==> config.mk <==
export PLATFORM = sky130hd
export DESIGN_NAME = maze_round_ctrl
export DESIGN_NICKNAME = d
export VERILOG_FILES = /design/src/rtl/maze_game_pkg.sv /design/src/rtl/round_down_counter.sv /design/src/rtl/maze_round_ctrl.sv
export SDC_FILE = /design/constraint.sdc
export NUM_CORES = 1
export LEC_CHECK = 0
export CELL_PAD_IN_SITES_DETAIL_PLACEMENT = 0
export CELL_PAD_IN_SITES_GLOBAL_PLACEMENT = 1
export CORE_UTILIZATION = 30
export CTS_CLUSTER_DIAMETER = 80
export DETAILED_ROUTE_END_ITERATION = 16
export GPL_TIMING_DRIVEN = 0
export PLACE_DENSITY_LB_ADDON = 0.1
export SLEW_MARGIN = 0
export SYNTH_ARGS = -nofsm -noshare
export SYNTH_HDL_FRONTEND = slang
export SYNTH_HIERARCHICAL = 1
export SYNTH_SLANG_ARGS = --single-unit
==> constraint.sdc <==
create_clock -name sec_clock -period 4.67 [get_ports sec_clock]
set_input_delay 1.1675 -clock sec_clock [delete_from_list [all_inputs] [get_ports sec_clock]]
set_output_delay 1.1675 -clock sec_clock [all_outputs]
set_load 0.01 [all_outputs]
==> src/rtl/maze_game_pkg.sv <==
// Shared types and defaults for the maze game round sequencer.
package maze_game_pkg;

    typedef enum logic [2:0] {
        ST_IDLE = 3'd0,
        ST_LOAD = 3'd1,
        ST_PLAY = 3'd2,
        ST_WIN  = 3'd3,
        ST_LOSE = 3'd4,
        ST_OVER = 3'd5
    } state_e;

    localparam int MAZE_W_DEF     = 50;
    localparam int ROUND_TIME_DEF = 49;
    localparam int LIVES_DEF      = 3;
    localparam int TIMER_W        = 8;
    localparam int LIVES_W        = 3;

    function automatic logic [LIVES_W-1:0] lives_dec(input logic [LIVES_W-1:0] v);
        return (v == '0) ? v : v - LIVES_W'(1);
    endfunction

endpackage

==> src/rtl/round_down_counter.sv <==
// Loadable down counter that floors at zero; is_one_o flags the last counted cycle.
module round_down_counter #(
    parameter int W       = 8,
    parameter int RST_VAL = 0
) (
    input  logic         sec_clock,
    input  logic         reset,
    input  logic         load_i,
    input  logic [W-1:0] load_val_i,
    input  logic         en_i,
    output logic [W-1:0] count_o,
    output logic         is_one_o
);

    logic [W-1:0] count_q;
    logic [W-1:0] count_d;

    always_comb begin
        count_d = count_q;
        if (load_i) begin
            count_d = load_val_i;
        end else if (en_i && (count_q != '0)) begin
            count_d = count_q - W'(1);
        end
    end

    always_ff @(posedge sec_clock) begin
        if (!reset) begin
            count_q <= W'(RST_VAL);
        end else begin
            count_q <= count_d;
        end
    end

    assign count_o  = count_q;
    assign is_one_o = (count_q == W'(1));

endmodule

==> src/rtl/maze_round_ctrl.sv <==
// Round sequencer for the VGA maze game: maze snapshot, countdown, score, lives
// and the win/lose/game-over flow, all on the 1 Hz sec_clock.
module maze_round_ctrl
    import maze_game_pkg::*;
#(
    parameter int MAZE_W     = MAZE_W_DEF,
    parameter int ROUND_TIME = ROUND_TIME_DEF,
    parameter int LIVES      = LIVES_DEF,
    parameter int WIN_HOLD   = 2,
    parameter int LOSE_HOLD  = 2,
    parameter int SCORE_W    = 16
) (
    input  logic               sec_clock,
    input  logic               reset,
    input  logic               start,
    input  logic               pause,
    input  logic               goal_hit,
    input  logic               wall_hit,
    input  logic [MAZE_W-1:0]  rand_h,
    input  logic [MAZE_W-1:0]  rand_v,
    output logic [MAZE_W-1:0]  maze_h,
    output logic [MAZE_W-1:0]  maze_v,
    output logic               maze_load,
    output logic               player_home,
    output logic [7:0]         timer,
    output logic [SCORE_W-1:0] score,
    output logic [2:0]         lives,
    output logic               game_over,
    output logic [2:0]         state_o
);

    state_e               state_q, state_d;
    logic [SCORE_W-1:0]   score_q, score_d;
    logic [LIVES_W-1:0]   lives_q, lives_d;
    logic [MAZE_W-1:0]    maze_h_q, maze_h_d;
    logic [MAZE_W-1:0]    maze_v_q, maze_v_d;
    logic                 maze_load_q;
    logic                 player_home_q;
    logic                 game_over_q;

    logic                 tmr_load, tmr_en, tmr_is_one;
    logic [TIMER_W-1:0]   tmr_val, tmr_cnt;
    logic                 hold_load, hold_en, hold_is_one, hold_done;
    logic [TIMER_W-1:0]   hold_val, hold_cnt;

    round_down_counter #(.W(TIMER_W), .RST_VAL(ROUND_TIME)) u_round_timer (
        .sec_clock  (sec_clock),
        .reset      (reset),
        .load_i     (tmr_load),
        .load_val_i (tmr_val),
        .en_i       (tmr_en),
        .count_o    (tmr_cnt),
        .is_one_o   (tmr_is_one)
    );

    round_down_counter #(.W(TIMER_W), .RST_VAL(0)) u_hold_timer (
        .sec_clock  (sec_clock),
        .reset      (reset),
        .load_i     (hold_load),
        .load_val_i (hold_val),
        .en_i       (hold_en),
        .count_o    (hold_cnt),
        .is_one_o   (hold_is_one)
    );

    // A zero hold length behaves like a single cycle instead of stalling forever.
    assign hold_done = hold_is_one || (hold_cnt == '0);

    always_comb begin
        state_d   = state_q;
        score_d   = score_q;
        lives_d   = lives_q;
        maze_h_d  = maze_h_q;
        maze_v_d  = maze_v_q;
        tmr_load  = 1'b0;
        tmr_val   = TIMER_W'(ROUND_TIME);
        tmr_en    = 1'b0;
        hold_load = 1'b0;
        hold_val  = TIMER_W'(WIN_HOLD);
        hold_en   = 1'b0;

        case (state_q)
            ST_IDLE: begin
                if (start) state_d = ST_LOAD;
            end
            ST_LOAD: begin
                maze_h_d = rand_h;
                maze_v_d = rand_v;
                tmr_load = 1'b1;
                state_d  = ST_PLAY;
            end
            ST_PLAY: begin
                if (!pause) begin
                    if (goal_hit) begin
                        score_d   = (score_q == '1) ? score_q : score_q + SCORE_W'(1);
                        hold_load = 1'b1;
                        state_d   = ST_WIN;
                    end else if (wall_hit || tmr_is_one) begin
                        tmr_en    = !wall_hit;
                        lives_d   = lives_dec(lives_q);
                        hold_load = 1'b1;
                        hold_val  = TIMER_W'(LOSE_HOLD);
                        state_d   = ST_LOSE;
                    end else begin
                        tmr_en = 1'b1;
                    end
                end
            end
            ST_WIN: begin
                hold_en = 1'b1;
                if (hold_done) state_d = ST_LOAD;
            end
            ST_LOSE: begin
                hold_en = 1'b1;
                if (hold_done) begin
                    tmr_load = 1'b1;
                    if (lives_q == '0) begin
                        tmr_val = '0;
                        state_d = ST_OVER;
                    end else begin
                        state_d = ST_PLAY;
                    end
                end
            end
            ST_OVER: begin
                if (start) begin
                    score_d = '0;
                    lives_d = LIVES_W'(LIVES);
                    state_d = ST_LOAD;
                end
            end
            default: state_d = ST_IDLE;
        endcase
    end

    always_ff @(posedge sec_clock) begin
        if (!reset) begin
            state_q       <= ST_IDLE;
            score_q       <= '0;
            lives_q       <= LIVES_W'(LIVES);
            maze_h_q      <= '1;
            maze_v_q      <= '1;
            maze_load_q   <= 1'b0;
            player_home_q <= 1'b1;
            game_over_q   <= 1'b0;
        end else begin
            state_q       <= state_d;
            score_q       <= score_d;
            lives_q       <= lives_d;
            maze_h_q      <= maze_h_d;
            maze_v_q      <= maze_v_d;
            maze_load_q   <= (state_q == ST_LOAD);
            player_home_q <= (state_d != ST_PLAY);
            game_over_q   <= (state_d == ST_OVER);
        end
    end

    assign maze_h      = maze_h_q;
    assign maze_v      = maze_v_q;
    assign maze_load   = maze_load_q;
    assign player_home = player_home_q;
    assign timer       = tmr_cnt;
    assign score       = score_q;
    assign lives       = lives_q;
    assign game_over   = game_over_q;
    assign state_o     = state_q;

endmodule

==> metrics, run 1 <==
first-pass GRT wire length 30000 um; final setup fails 0; core area 18800 um^2; Vias/cell 4.59; Nets 1116; Post-Route Setup TNS 0 ns; Crit-path slowest cell clkdlybuf4s50_1; final hold vios 0; full die area 19900 um^2; leak pwr 3.80 nW; sequential fraction of the synthesis area 0.486; Tcrit/Tclk final 0.740; Synth warnings 6; maximum root-to-sink buffer count 2; EDFF count, synth 0; Synth Flop Type dfxtp_1; clock sink count 141; hold path cells 2; Hold EP maze_h[36]; Inserted Clock Buffers 17; syn avg cell area 7.91 um^2; DRC violation count after routing 0; Buffers on Ports 237; reg2reg start u_round_timer/count_o[3]; Synth Register Bits 141; Initial Util 0.308; TritonRoute pass-1 iters 4; CP peak stage delay 0.48 ns; max-slew violation count 0; maximum VDD drop 0.000242 V; critical path class in -> reg; DR WL/cell 14.8 um; Min Hold Slack 0.463 ns; Layout Skew 0.00865 ns; via count 5849; Synth-to-Final Area Change 58.3%; count of cell types in the netlist 55; # IOs 239; dpl hpwl 13900 um; share of layout cells above drive strength 1 0.0385; row count 50; Die H 141 um; Root Buffer clkbuf_16; vias in the first global route 5575; Filler Cells Inserted 1829; worst r2r dst u_hold_timer/count_o[5]; Worst Max-Slew Pin Slew 1.12 ns; HP Start maze_h[36]; Fmax 289 MHz; initial antenna violation count 0; Async S/R FF share, synth 0; Ant. Diodes 0; multi-input logic area 2790 um^2; Post-Syn Area 5810 um^2; hold buffers post-CTS 0; Crit. End Element flip-flop; post-CTS resize count 0; register-to-register setup slack 1.68 ns; Power Density 389 nW/um^2; remaining antenna violation count 0; Critical Path Source pause; reg2reg path depth 8; grt total ovfl 0; CTS clk-pin slew, worst paths 0.06 ns; required time worst endpoint 5.00 ns; RSZ-0062 raised after global routing false; pin count of the biggest net entering global routing 17; WL final 18900 um; max_slew headroom 0.249; CP max FO 9; clk_lat worst skew 0.42 ns; global placer's final weighted congestion 0.787; crit path cell chain clkdlybuf4s50_1, or4b_1, clkbuf_2, nor3_1, o21ai_1, o311a_1, a311oi_1; register area 2820 um^2; Post-Syn Instances 734; startpoint types primary input; CTS tree yes; Total GRT Usage 0.194; post-route minimum period 3.45 ns; Worst EP arrival 3.79 ns; die width 141 um; Worst Hold Class reg -> reg; status complete, no violations; max_cap viols 0; DRT iter0 DRCs 333; # H-tree levels 4; setup bufs post-CTS 0
## worst max-delay path by stage
| stage | to | cells past startpoint | slack [ns] |
|---|---|---|---|
| after floorplan | score[14] | 6 | 1.60 |
| after global placement | u_round_timer/count_o[4] | 7 | 0.71 |
| after detailed placement | u_round_timer/count_o[4] | 7 | 0.77 |
| after CTS | u_round_timer/count_o[4] | 7 | 1.20 |
| after global routing | u_round_timer/count_o[4] | 7 | 0.96 |
| final | u_round_timer/count_o[4] | 7 | 1.22 |
## cell families (layout without fill, tap and decap cells)
| group | count (synthesis) | in the layout | share of synthesized area |
|---|---|---|---|
| muxes | 4 | 4 | 0.00690 |
| and+or+nand+nor | 428 | 428 | 0.342 |
| buffers and inverters | 63 | 332 | 0.0412 |
| AOI/OAI and AO/OA | 79 | 79 | 0.0907 |
| DFF | 141 | 141 | 0.486 |
| xor gates and xnor gates | 8 | 8 | 0.0121 |
| adders and majority gates | 9 | 9 | 0.0194 |
| other | 2 | 13 | 0.00129 |
## state kept, by name (all words and copies together), names as in the netlist
signal	count
u_hold_timer/count_o	8
score	16
maze_v	50
player_home	1
maze_load	1
u_round_timer/count_o	8
state_o	3
maze_h	50
lives	3
game_over	1
## synthesized netlist by cell type (all sizes together) (9+ instances only)
master  number  area, um^2
or4         12        97.6
nand3      115         576
or3         13        81.3
a21oi       20         100
ha           9         113
dfxtp      141        2820
clkbuf      44         166
nand2      223         837
o21ai       21         105
inv         15        56.3
nor2        14        52.6
nor3         9        45.0
## cell usage in the layout, fill, tap and decap left out, drive strengths merged, types with 3 or more instances in the layout
cell           count
nor3b              3
or3               13
clkinv             4
nor4               6
conb              13
nor3               9
inv               17
buf                3
a21o               4
a31oi              4
mux2i              4
nand2            223
ha                 9
clkbuf            63
nor2              14
o22ai              3
nand2b             6
xnor2              6
nor4b              4
nand4              6
bufinv             5
dfxtp            141
clkdlybuf4s50    237
nor2b              3
and3               4
or4               12
a21oi             20
a211oi             3
o211a              4
o21ai             21
o31ai              6
clkinvlp           3
nand3            115
## report_power, final
part	internal (mW)	switching [mW]	total, mW
combinational	0.362	0.333	0.695
clock	0.952	0.549	1.50
sequential	1.31	0.0646	1.38
total	2.63	0.946	3.57
## per-stage QoR
stage | utilization | total power [mW] | instances | cell area, um^2 | setup slack [ns]
final | 0.488 | 3.57 | 1274 | 9190 | 1.22
after global routing | 0.488 | 3.75 | 1274 | 9190 | 0.960
after CTS | 0.488 | 3.62 | 1274 | 9190 | 1.20
after detailed placement | 0.454 | 2.10 | 1242 | 8540 | 0.768
after global placement | 0.454 | 2.11 | 1242 | 8540 | 0.708
after floorplan | - | 1.71 | 745 | 5850 | 1.60
## cell type report
| type | instances | share of cell area |
|---|---|---|
| multi-input cells | 541 | 0.303 |
| clock inverters | 13 | 0.0231 |
| well taps | 260 | 0.0354 |
| clock buffers | 19 | 0.0471 |
| inverters | 16 | 0.00654 |
| plain buffers | 47 | 0.0195 |
| repair buffers | 237 | 0.258 |
| flip-flops and latches | 141 | 0.307 |
## routing by layer
metal  vias to the layer above  wire [um]  global-route usage
li1                       3038          -                   -
met1                      2614       8010               0.235
met2                       180       8730               0.308
met3                        17       1920              0.0856
met4                         0        215              0.0601
met5                         -          0                   0
## worst max-delay path, delay by kind of cell
family	cells	cell delay (ns)
AOI/OAI and AO/OA	3	0.99
buffers and inverters	2	0.66
and+or+nand+nor	2	0.96
Note: power is estimated with default switching activity, not from simulation.
==> inputs of run 2 (changes only) <==
==> constraint.sdc (replaced) <==
create_clock -name sec_clock -period 3.6 [get_ports sec_clock]
set_input_delay 0.9 -clock sec_clock [delete_from_list [all_inputs] [get_ports sec_clock]]
set_output_delay 0.9 -clock sec_clock [all_outputs]
set_load 0.01 [all_outputs]
==> results of run 2 <==
Same layout as run 1 (identical final DEF). Status: complete, no violations.
Among the figures that moved: setup slack after placement 0.768 ns -> -0.0348 ns; setup slack after layout 1.22 ns -> 0.413 ns; register-to-register setup slack 1.68 ns -> 0.61 ns; total power 3.57 mW -> 4.64 mW; worst IR drop on VDD 0.000242 V -> 0.000314 V
